## config.mk

```make
export PLATFORM = sky130hd
export DESIGN_NAME = if_fetch_stage_flat
export DESIGN_NICKNAME = d
export VERILOG_FILES = /design/src/rtl/if_fetch_stage_pkg.sv /design/src/rtl/if_fetch_stage_if.sv /design/src/rtl/if_fetch_stage_pc_reg.sv /design/src/rtl/if_fetch_stage.sv /design/src/flat_wrapper.sv
export SDC_FILE = /design/constraint.sdc
export NUM_CORES = 1
export LEC_CHECK = 0
export CAP_MARGIN = 15
export CELL_PAD_IN_SITES_DETAIL_PLACEMENT = 1
export CELL_PAD_IN_SITES_GLOBAL_PLACEMENT = 1
export CORE_MARGIN = 5
export CORE_UTILIZATION = 30
export DETAILED_ROUTE_END_ITERATION = 8
export GPL_TIMING_DRIVEN = 0
export HOLD_SLACK_MARGIN = 0.03
export MAX_ROUTING_LAYER = met4
export PLACE_DENSITY_LB_ADDON = 0.12
export SLEW_MARGIN = 0
export SYNTH_ARGS = -nofsm -noshare
export SYNTH_HDL_FRONTEND = slang
export SYNTH_SLANG_ARGS = --single-unit
export TNS_END_PERCENT = 100
```

## constraint.sdc

```tcl
create_clock -name clk -period 5.6 [get_ports clk]
set_clock_uncertainty 0.15 [all_clocks]
set_input_delay 0.84 -clock clk [delete_from_list [all_inputs] [get_ports clk]]
set_output_delay 0.84 -clock clk [all_outputs]
set_load 0.01 [all_outputs]
```

## src/rtl/if_fetch_stage_pkg.sv

```systemverilog
// Shared constants, encodings and helpers for the instruction-fetch stage.
package if_fetch_stage_pkg;

  localparam int unsigned INST_ADDR_W = 32;
  localparam int unsigned INST_W      = 32;

  localparam logic [INST_W-1:0] ZERO_WORD = '0;

  // Bit positions inside the pipeline stall vector.
  localparam int unsigned STALL_PC_BIT = 0;
  localparam int unsigned STALL_IF_BIT = 1;
  localparam int unsigned STALL_ID_BIT = 2;

  // Exception flag raised when the fetch address is not word aligned.
  localparam int unsigned EXC_MISALIGNED_BIT = 13;

  typedef enum logic {
    CHIP_DISABLE = 1'b0,
    CHIP_ENABLE  = 1'b1
  } chip_en_e;

  typedef enum logic {
    NO_STOP = 1'b0,
    STOP    = 1'b1
  } stop_e;

  // Source selected for the next program counter value.
  typedef enum logic [2:0] {
    PC_SRC_RESET,
    PC_SRC_FLUSH,
    PC_SRC_HOLD,
    PC_SRC_BRANCH,
    PC_SRC_SEQ
  } pc_src_e;

  // Action taken by the IF/ID pipeline register on an edge.
  typedef enum logic [1:0] {
    IFID_CLEAR,
    IFID_BUBBLE,
    IFID_LOAD,
    IFID_HOLD
  } ifid_op_e;

  function automatic logic fetch_misaligned(input logic [INST_ADDR_W-1:0] addr);
    return addr[1:0] != 2'b00;
  endfunction

  // Exception flags for a fetch at addr; only meaningful while the ROM is enabled.
  function automatic logic [31:0] fetch_excepttype(input logic ce,
                                                   input logic [INST_ADDR_W-1:0] addr);
    logic [31:0] exc;
    exc = '0;
    exc[EXC_MISALIGNED_BIT] = ce && fetch_misaligned(addr);
    return exc;
  endfunction

endpackage

```

## src/rtl/if_fetch_stage_if.sv

```systemverilog
// Instruction ROM bus: fetch address and chip enable out, instruction word back.
interface if_fetch_stage_if;
  import if_fetch_stage_pkg::*;

  logic [INST_ADDR_W-1:0] pc;
  logic                   ce;
  logic [INST_W-1:0]      inst_i;

  modport master (
    output pc,
    output ce,
    input  inst_i
  );

  modport slave (
    input  pc,
    input  ce,
    output inst_i
  );

endinterface

```

## src/rtl/if_fetch_stage_pc_reg.sv

```systemverilog
// Program counter and ROM chip-enable with the redirect/stall priority chain.
module pc_reg
  import if_fetch_stage_pkg::*;
#(
  parameter logic [INST_ADDR_W-1:0] RESET_PC = '0
) (
  input  logic                   clk,
  input  logic                   rst,
  input  logic                   stall_pc,
  input  logic                   flush,
  input  logic [INST_ADDR_W-1:0] new_pc,
  input  logic                   branch_flag_i,
  input  logic [INST_ADDR_W-1:0] branch_target_address_i,
  output logic [INST_ADDR_W-1:0] pc,
  output logic                   ce
);

  chip_en_e               ce_q;
  pc_src_e                pc_src;
  logic [INST_ADDR_W-1:0] pc_q;

  // Chip enable rises on the first edge after reset release and stays up.
  always_ff @(posedge clk or negedge rst) begin
    if (!rst) begin
      ce_q <= CHIP_DISABLE;
    end else begin
      ce_q <= CHIP_ENABLE;
    end
  end

  // Next-PC source selection, first match wins; flush beats stall beats branch.
  always_comb begin
    pc_src = PC_SRC_SEQ;
    if (ce_q == CHIP_DISABLE) begin
      pc_src = PC_SRC_RESET;
    end else if (flush) begin
      pc_src = PC_SRC_FLUSH;
    end else if (stall_pc == STOP) begin
      pc_src = PC_SRC_HOLD;
    end else if (branch_flag_i) begin
      pc_src = PC_SRC_BRANCH;
    end
  end

  // Program counter register; sequential increment wraps at 32 bits.
  always_ff @(posedge clk or negedge rst) begin
    if (!rst) begin
      pc_q <= RESET_PC;
    end else begin
      unique case (pc_src)
        PC_SRC_RESET:  pc_q <= RESET_PC;
        PC_SRC_FLUSH:  pc_q <= new_pc;
        PC_SRC_HOLD:   pc_q <= pc_q;
        PC_SRC_BRANCH: pc_q <= branch_target_address_i;
        default:       pc_q <= pc_q + INST_ADDR_W'(4);
      endcase
    end
  end

  assign pc = pc_q;
  assign ce = (ce_q == CHIP_ENABLE);

endmodule

```

## src/rtl/if_fetch_stage.sv

```systemverilog
// Instruction-fetch stage: PC/ROM driver plus IF/ID register with misalignment flagging.
module if_fetch_stage
  import if_fetch_stage_pkg::*;
#(
  parameter logic [INST_ADDR_W-1:0] RESET_PC = 32'h0000_0000,
  parameter int unsigned            STALL_W  = 6
) (
  input  logic                   clk,
  input  logic                   rst,
  input  logic [STALL_W-1:0]     stall,
  input  logic                   flush,
  input  logic [INST_ADDR_W-1:0] new_pc,
  input  logic                   branch_flag_i,
  input  logic [INST_ADDR_W-1:0] branch_target_address_i,
  if_fetch_stage_if.master       rom,
  output logic [INST_ADDR_W-1:0] id_pc,
  output logic [INST_W-1:0]      id_inst,
  output logic [31:0]            id_excepttype
);

  logic [INST_ADDR_W-1:0] pc;
  logic                   ce;
  logic [INST_W-1:0]      fetch_inst;
  logic [31:0]            fetch_exc;
  ifid_op_e               ifid_op;
  logic                   stall_unused;

  // Stall bits above ID belong to later stages.
  assign stall_unused = ^stall;

  pc_reg #(
    .RESET_PC (RESET_PC)
  ) u_pc_reg (
    .clk                     (clk),
    .rst                     (rst),
    .stall_pc                (stall[STALL_PC_BIT]),
    .flush                   (flush),
    .new_pc                  (new_pc),
    .branch_flag_i           (branch_flag_i),
    .branch_target_address_i (branch_target_address_i),
    .pc                      (pc),
    .ce                      (ce)
  );

  assign rom.pc = pc;
  assign rom.ce = ce;

  // Word forwarded to decode: zero while disabled, and zero for a misaligned
  // fetch so the exception path sees a NOP alongside the flag.
  always_comb begin
    fetch_exc  = fetch_excepttype(ce, pc);
    fetch_inst = ZERO_WORD;
    if (ce && !fetch_exc[EXC_MISALIGNED_BIT]) begin
      fetch_inst = rom.inst_i;
    end
  end

  // IF/ID action select, first match wins.
  always_comb begin
    ifid_op = IFID_HOLD;
    if (flush) begin
      ifid_op = IFID_CLEAR;
    end else if (stall[STALL_IF_BIT] == STOP && stall[STALL_ID_BIT] == NO_STOP) begin
      ifid_op = IFID_BUBBLE;
    end else if (stall[STALL_IF_BIT] == NO_STOP) begin
      ifid_op = IFID_LOAD;
    end
  end

  // IF/ID pipeline register.
  always_ff @(posedge clk or negedge rst) begin
    if (!rst) begin
      id_pc         <= ZERO_WORD;
      id_inst       <= ZERO_WORD;
      id_excepttype <= '0;
    end else begin
      unique case (ifid_op)
        IFID_CLEAR, IFID_BUBBLE: begin
          id_pc         <= ZERO_WORD;
          id_inst       <= ZERO_WORD;
          id_excepttype <= '0;
        end
        IFID_LOAD: begin
          id_pc         <= pc;
          id_inst       <= fetch_inst;
          id_excepttype <= fetch_exc;
        end
        default: begin
          id_pc         <= id_pc;
          id_inst       <= id_inst;
          id_excepttype <= id_excepttype;
        end
      endcase
    end
  end

endmodule

```

## src/flat_wrapper.sv

```systemverilog
// flat-port wrapper written by rule: the top's interface ports become plain ports
module if_fetch_stage_flat import if_fetch_stage_pkg::*;
#(
  parameter logic [INST_ADDR_W-1:0] RESET_PC = 32'h0000_0000,
  parameter int unsigned            STALL_W  = 6
)
  (clk, rst, stall, flush, new_pc, branch_flag_i, branch_target_address_i, id_pc, id_inst, id_excepttype, rom_pc, rom_ce, rom_inst_i);
  if_fetch_stage_if rom_i ();
  input  logic clk;
  input  logic rst;
  input  logic [STALL_W-1:0] stall;
  input  logic flush;
  input  logic [INST_ADDR_W-1:0] new_pc;
  input  logic branch_flag_i;
  input  logic [INST_ADDR_W-1:0] branch_target_address_i;
  output logic [INST_ADDR_W-1:0] id_pc;
  output logic [INST_W-1:0] id_inst;
  output logic [31:0] id_excepttype;
  output wire logic [$bits(rom_i.pc)-1:0] rom_pc;
  output wire logic [$bits(rom_i.ce)-1:0] rom_ce;
  input wire logic [$bits(rom_i.inst_i)-1:0] rom_inst_i;
  assign rom_pc = rom_i.pc;
  assign rom_ce = rom_i.ce;
  assign rom_i.inst_i = rom_inst_i;
  if_fetch_stage #(.RESET_PC(RESET_PC), .STALL_W(STALL_W)) u_core (.clk(clk), .rst(rst), .stall(stall), .flush(flush), .new_pc(new_pc), .branch_flag_i(branch_flag_i), .branch_target_address_i(branch_target_address_i), .rom(rom_i), .id_pc(id_pc), .id_inst(id_inst), .id_excepttype(id_excepttype));
endmodule
```

# After elaboration in Yosys (flattened, before gate mapping)
# Cells that the tools add are included.
word_totals:
  regBits: 129
  input_bits: 106
  out_inout_bits: 129
  elab_cells: 33
op_classes:
  add_sub_neg: 1
  eq_ne: 5
  mux: 12
  bitwise_logic: 1
  reduce_logical: 9
op_table:
  columns: ["operator", "n"]
  rows:
  - ["$pmux W32 S2", 3]
  - ["$pmux W32 S4", 1]
  - ["$add A32 B3 Y32 const B", 1]
  - ["$mux W32", 1]
  - ["$mux W3", 4]
  - ["$eq A3 B2 Y1 const B", 2]
  - ["$mux W2", 2]
  - ["$reduce_bool A2 Y1", 2]
  - ["$eq A3 B1 Y1 const B", 1]
  - ["$logic_and A1 B1 Y1", 3]
  - ["$logic_not A3 Y1", 1]
  - ["$eq A2 B1 Y1 const B", 1]
  - ["$eq A2 B2 Y1 const B", 1]
  - ["$logic_not A2 Y1", 1]
  - ["$reduce_or A2 Y1", 1]
  - ["$logic_not A1 Y1", 1]
  - ["$mux W1", 1]
  - ["$not A1 Y1", 1]

# Longest topological paths before layout
depth:
  depth_word: 7
  depth_mapped: 7
  ltp_nobuf: 5

# Modules after synthesis
# From an unflattened synthesis, not the netlist that was laid out.
hier_totals:
  cells_unflattened: 508
  hier_area_um2: 5216.3
modules_own_cells:
  columns: ["mod", "n_inst", "cells_each", "area_each_um2", "seq_area_each_um2"]
  rows:
  - ["if_fetch_stage", 1, 183, 2627.5, 1626.6]
  - ["pc_reg", 1, 325, 2588.7, 825.8]

# Worst setup path after synthesis
# OpenSTA, ideal clock, no wires.
synth_timing:
  kind: "input to register"
  startpoint: "in flush"
  endpoint: "reg u_core.u_pc_reg.pc_q[31] (netlist: u_core.u_pc_reg.pc[31])"
  setup_time_ns: 0.120
  t_arrival_ns: 1.939
  required_ns: 5.330
  setup_slack_ns: 3.392
  cell_stages: 5
  path_buffers: 1
  cell_sequence: "buf_2 a211oi_1 o31ai_1 or4_1 and3_1"
synth_via:
  elab_chain_cells: 4
  elab_cells_between_ends: 7
  classes_between: "3 x eq/ne; 3 x mux; 1 x reduce/logical"
synth_lines:
  columns: ["item", "line_no", "rtl"]
  rows:
  - ["start: declaration", "flat_wrapper.sv:12", "input logic flush;"]
  - ["$mux W3 *", "if_fetch_stage_pc_reg.sv:36", "end else if (flush) begin"]
  - ["$mux W3 *", "if_fetch_stage_pc_reg.sv:34", "if (ce_q == CHIP_DISABLE) begin"]
  - ["$eq A3 B2 Y1 (tied with other cells)", "if_fetch_stage_pc_reg.sv:50", "unique case (pc_src)"]
  - ["$pmux W32 S4", "if_fetch_stage_pc_reg.sv:50", null]
  - ["end signal: assignment", "if_fetch_stage_pc_reg.sv:52", "PC_SRC_FLUSH: pc_q <= new_pc;"]
  - ["end signal: assignment", "if_fetch_stage_pc_reg.sv:53", "PC_SRC_HOLD: pc_q <= pc_q;"]
  - ["end signal: assignment", "if_fetch_stage_pc_reg.sv:54", "PC_SRC_BRANCH: pc_q <= branch_target_address_i;"]
  - ["end: declaration", "if_fetch_stage_pc_reg.sv:20", "logic [INST_ADDR_W-1:0] pc_q;"]
# Mark *: on every way between the ends. The rest lies on a longest branch, timed or not.
# A chain may end at the register's enable or synchronous reset.

# Worst setup path in the final report
layout_timing:
  startpoint: "in stall[0]"
  endpoint: "reg u_core.u_pc_reg.pc_q[10] (netlist: u_core.u_pc_reg.pc[10])"
layout_via:
  elab_chain_cells: 5
  elab_cells_between_ends: 8
  classes_between: "3 x eq/ne; 4 x mux; 1 x reduce/logical"
layout_lines:
  columns: ["item", "line_no", "rtl"]
  rows:
  - ["start: declaration", "flat_wrapper.sv:11", "input logic [STALL_W-1:0] stall;"]
  - ["$mux W3 *", "if_fetch_stage_pc_reg.sv:38", "end else if (stall_pc == STOP) begin"]
  - ["$mux W3 *", "if_fetch_stage_pc_reg.sv:36", null]
  - ["$mux W3 *", "if_fetch_stage_pc_reg.sv:34", null]
  - ["$eq A3 B2 Y1 (tied with other cells)", "if_fetch_stage_pc_reg.sv:50", null]
  - ["$pmux W32 S4", "if_fetch_stage_pc_reg.sv:50", null]
# Marks and branches as above.

==> summary.txt <==
Worst setup path
  • Worst setup path startpoint: stall[0]
  • Crit end category: flop
  • Worst reg2reg path depth: 5
  • R2R setup slack: 3010 ps
  • Startpoint types: input pin
  • FF-to-FF Start: u_core.u_pc_reg.pc[2]
  • Setup crit end: u_core.u_pc_reg.pc[10]
  • Arrival time at the worst endpoint: approximately 2900 ps
  • Crit Path Max Fanout: 10
  • Setup CP Type: input pin to flop
  • Critical R2R Capture: u_core.u_pc_reg.pc[22]
  • CP required: 5690 ps

Synth
  • Commonest register cell after synthesis: dfrtp_1
  • Async SR Flop Fraction: 100%
  • Yosys top cell by area: dfrtp_1
  • Count leader, synth: dfrtp_1
  • Post-synth EDFFs: 0
  • Syn avg cell area: approximately 10 µm²
  • Count of cell types in the netlist: 61
  • Synthesis warning total: 0
  • Top cells by area, synth: dfrtp_1 (46%), a22o_1 (11%), buf_4 (4.5%), nand2_1 (2.7%), buf_2 (2.0%)
  • Sequential share of the synthesized area: between 40% and 50%
  • Mapped Cells: 530
  • #FFs+latches synth: slightly below 100
  • Mapped cell area: 0.00532 mm²
  • Commonest cells in the netlist: dfrtp_1 (98), a22o_1 (64), nand2_1 (38)
  • Yosys top cell area share: 46.1%

Floorplanning
  • I/O pin count: between 200 and 250
  • Die span in y: approximately 140 µm
  • Die footprint: 0.0205 mm²
  • DIE WIDTH: between 100 and 150 µm
  • # rows: 48
  • Starting Density: a little under a third
  • Core Region: roughly 0.017 mm²

Detailed routing
  • Drt initial violations: slightly above 300
  • # DRC: 0
  • DRT Wirelength: around 23,000 µm
  • Initial DRT Pass Iterations: 4
  • Final antenna-violating net count: 0
  • Vias per std cell: 5.42
  • Vias: about 5,400
  • DR WL/cell: between 20 and 25 µm

CTS
  • Hold-fix buffers, CTS: 0
  • Postcts setup bufs: 0
  • CTS max path bufs: 2
  • Worst-Skew Late Latency: between 300 and 400 ps
  • CTS tree: yes
  • Clk sinks: approximately 100
  • Clock-pin slew on the worst setup and hold paths: roughly 80 ps
  • Num CTS Buffers: 9
  • Root Driver: clkbuf_16
  • # resized after CTS: 0
  • CTS H-Tree Depth: 3

STA
  • Worst hold slack: 353 ps
  • Setup_tns: 0 ps
  • Worst Tran Pin Value: around 830 ps
  • Final Cycle Share: between 40 and 50%
  • RSZ-0062 raised after global routing: no
  • Final Critical Period: 2780 ps
  • Setup violators final: 0
  • Final hold vios: 0
  • Fmax: 359 MHz
  • Rel. slew slack: ~44%
  • Final worst slack: ~2800 ps
  • Max-slew violations: 0

GRT
  • GRT overflow: 0
  • GR Util All Layers: about 22%
  • Largest net degree at the start of global routing: 56
  • Initial antenna violation count: 0
  • Vias in the first global route: approximately 5,800
  • First-pass GRT wire length: roughly 34,000 µm

Run
  • Max_cap viols: 0

Placement
  • DP Wirelength: about 17,000 µm
  • Gpl congestion: about 0.9
  • Dpl cells: between 900 and 1,000
  • Placed Area: slightly below 0.008 mm²
  • Pre-CTS setup slack: 2470 ps
  • IO Port Bufs: about 200

Cells and area
  • Layout cells sized above 1: 11.7%
  • Design Area, Final: 0.00800 mm²
  • Cell Count, Final, Fillers Out: about 1,000
  • Final net count: slightly below 900
  • P&R area growth vs syn: 50.5%
  • Final Util: ~46%
  • Ant. Diodes: 0

Pwr
  • P per Cell Area: 226 mW/mm²
  • Gate power share: 21.3%
  • Sw Share: between 30% and 40%
  • Clock power share: 34.6%
  • Sw Pwr: around 0.55 mW
  • Max VDD drop: 0.143 mV
  • Pint: approximately 1.3 mW
  • Sequential power share: between 40 and 50%
  • Total Power: 1.81 mW
  • LEAKAGE: approximately 3.4 nW

Hold path
  • Hold Crit Class: input pin to async pin

Status
  • Status: finished clean
worst min-delay path by stage:
stage	startpoint	endpoint	cells after the start
2_1_floorplan	u_core.id_excepttype[13]	u_core.id_excepttype[13]	2
3_3_place_gp	u_core.id_excepttype[13]	u_core.id_excepttype[13]	2
3_5_place_dp	u_core.id_inst[3]	u_core.id_inst[3]	1
4_1_cts	u_core.id_inst[3]	u_core.id_inst[3]	1
5_1_grt	u_core.id_pc[30]	u_core.id_pc[30]	1
6_report	rst	u_core.id_inst[3]	1
placed cells by master, fill, tap and decap left out, drive strengths merged, types with 6 or more instances in the layout:
master	count
o22ai	16
o21ai	11
nand3	14
nand2	38
o31ai	12
nand2b	6
nor3	14
dfrtp	98
a221oi	9
conb	32
a211oi	8
inv	22
a22o	64
nor2	16
a21oi	6
a31oi	9
clkdlybuf4s50	197
clkbuf	23
nand4	16
buf	62
mux2i	6
and3	7
nor2b	14
nor4	16
power groups by stage:
stage	Sequential [mW]	Combinational, mW	Clock (mW)
5_1_grt	0.804	0.416	0.662
3_5_place_dp	0.811	0.386	0
2_1_floorplan	0.809	0.154	0
4_1_cts	0.798	0.388	0.638
3_3_place_gp	0.810	0.377	0
6_report	0.797	0.386	0.627
per-layer routing:
layer	part of all wire [%]	global-route usage [%]	vias up	wire [µm]
met5	0	-	-	0
met1	44	29.2	2715	9990
met4	1.4	6.20	0	325
met2	47	35.0	236	10500
li1	-	-	2443	-
met3	7.5	4.02	25	1680
cells by family after synthesis:
logic type / synth area share, %
AOI/OAI and AO/OA: 25.5
and+or+nand+nor: 16.9
DFF: 46.1
buffers and inverters: 9.39
other: 0.141
muxes: 1.77
adders and majority gates: 0.235
final cells by class:
type	count	area [µm²]
well taps	225	282
plain buffers	74	428
multi-input cells	369	2480
flip-flops and latches	98	2450
inverters	19	71.3
clock buffers	9	225
clock inverters	7	60.1
repair buffers	199	2010
fillers	1993	9350
critical path: stages:
cell and delay, ps:
clkdlybuf4s50_1 470, buf_2 210, nand2b_1 390, nand2_1 240, buf_2 280, o311ai_0 360, nand2_1 90
(Power assumes the default switching activity.)
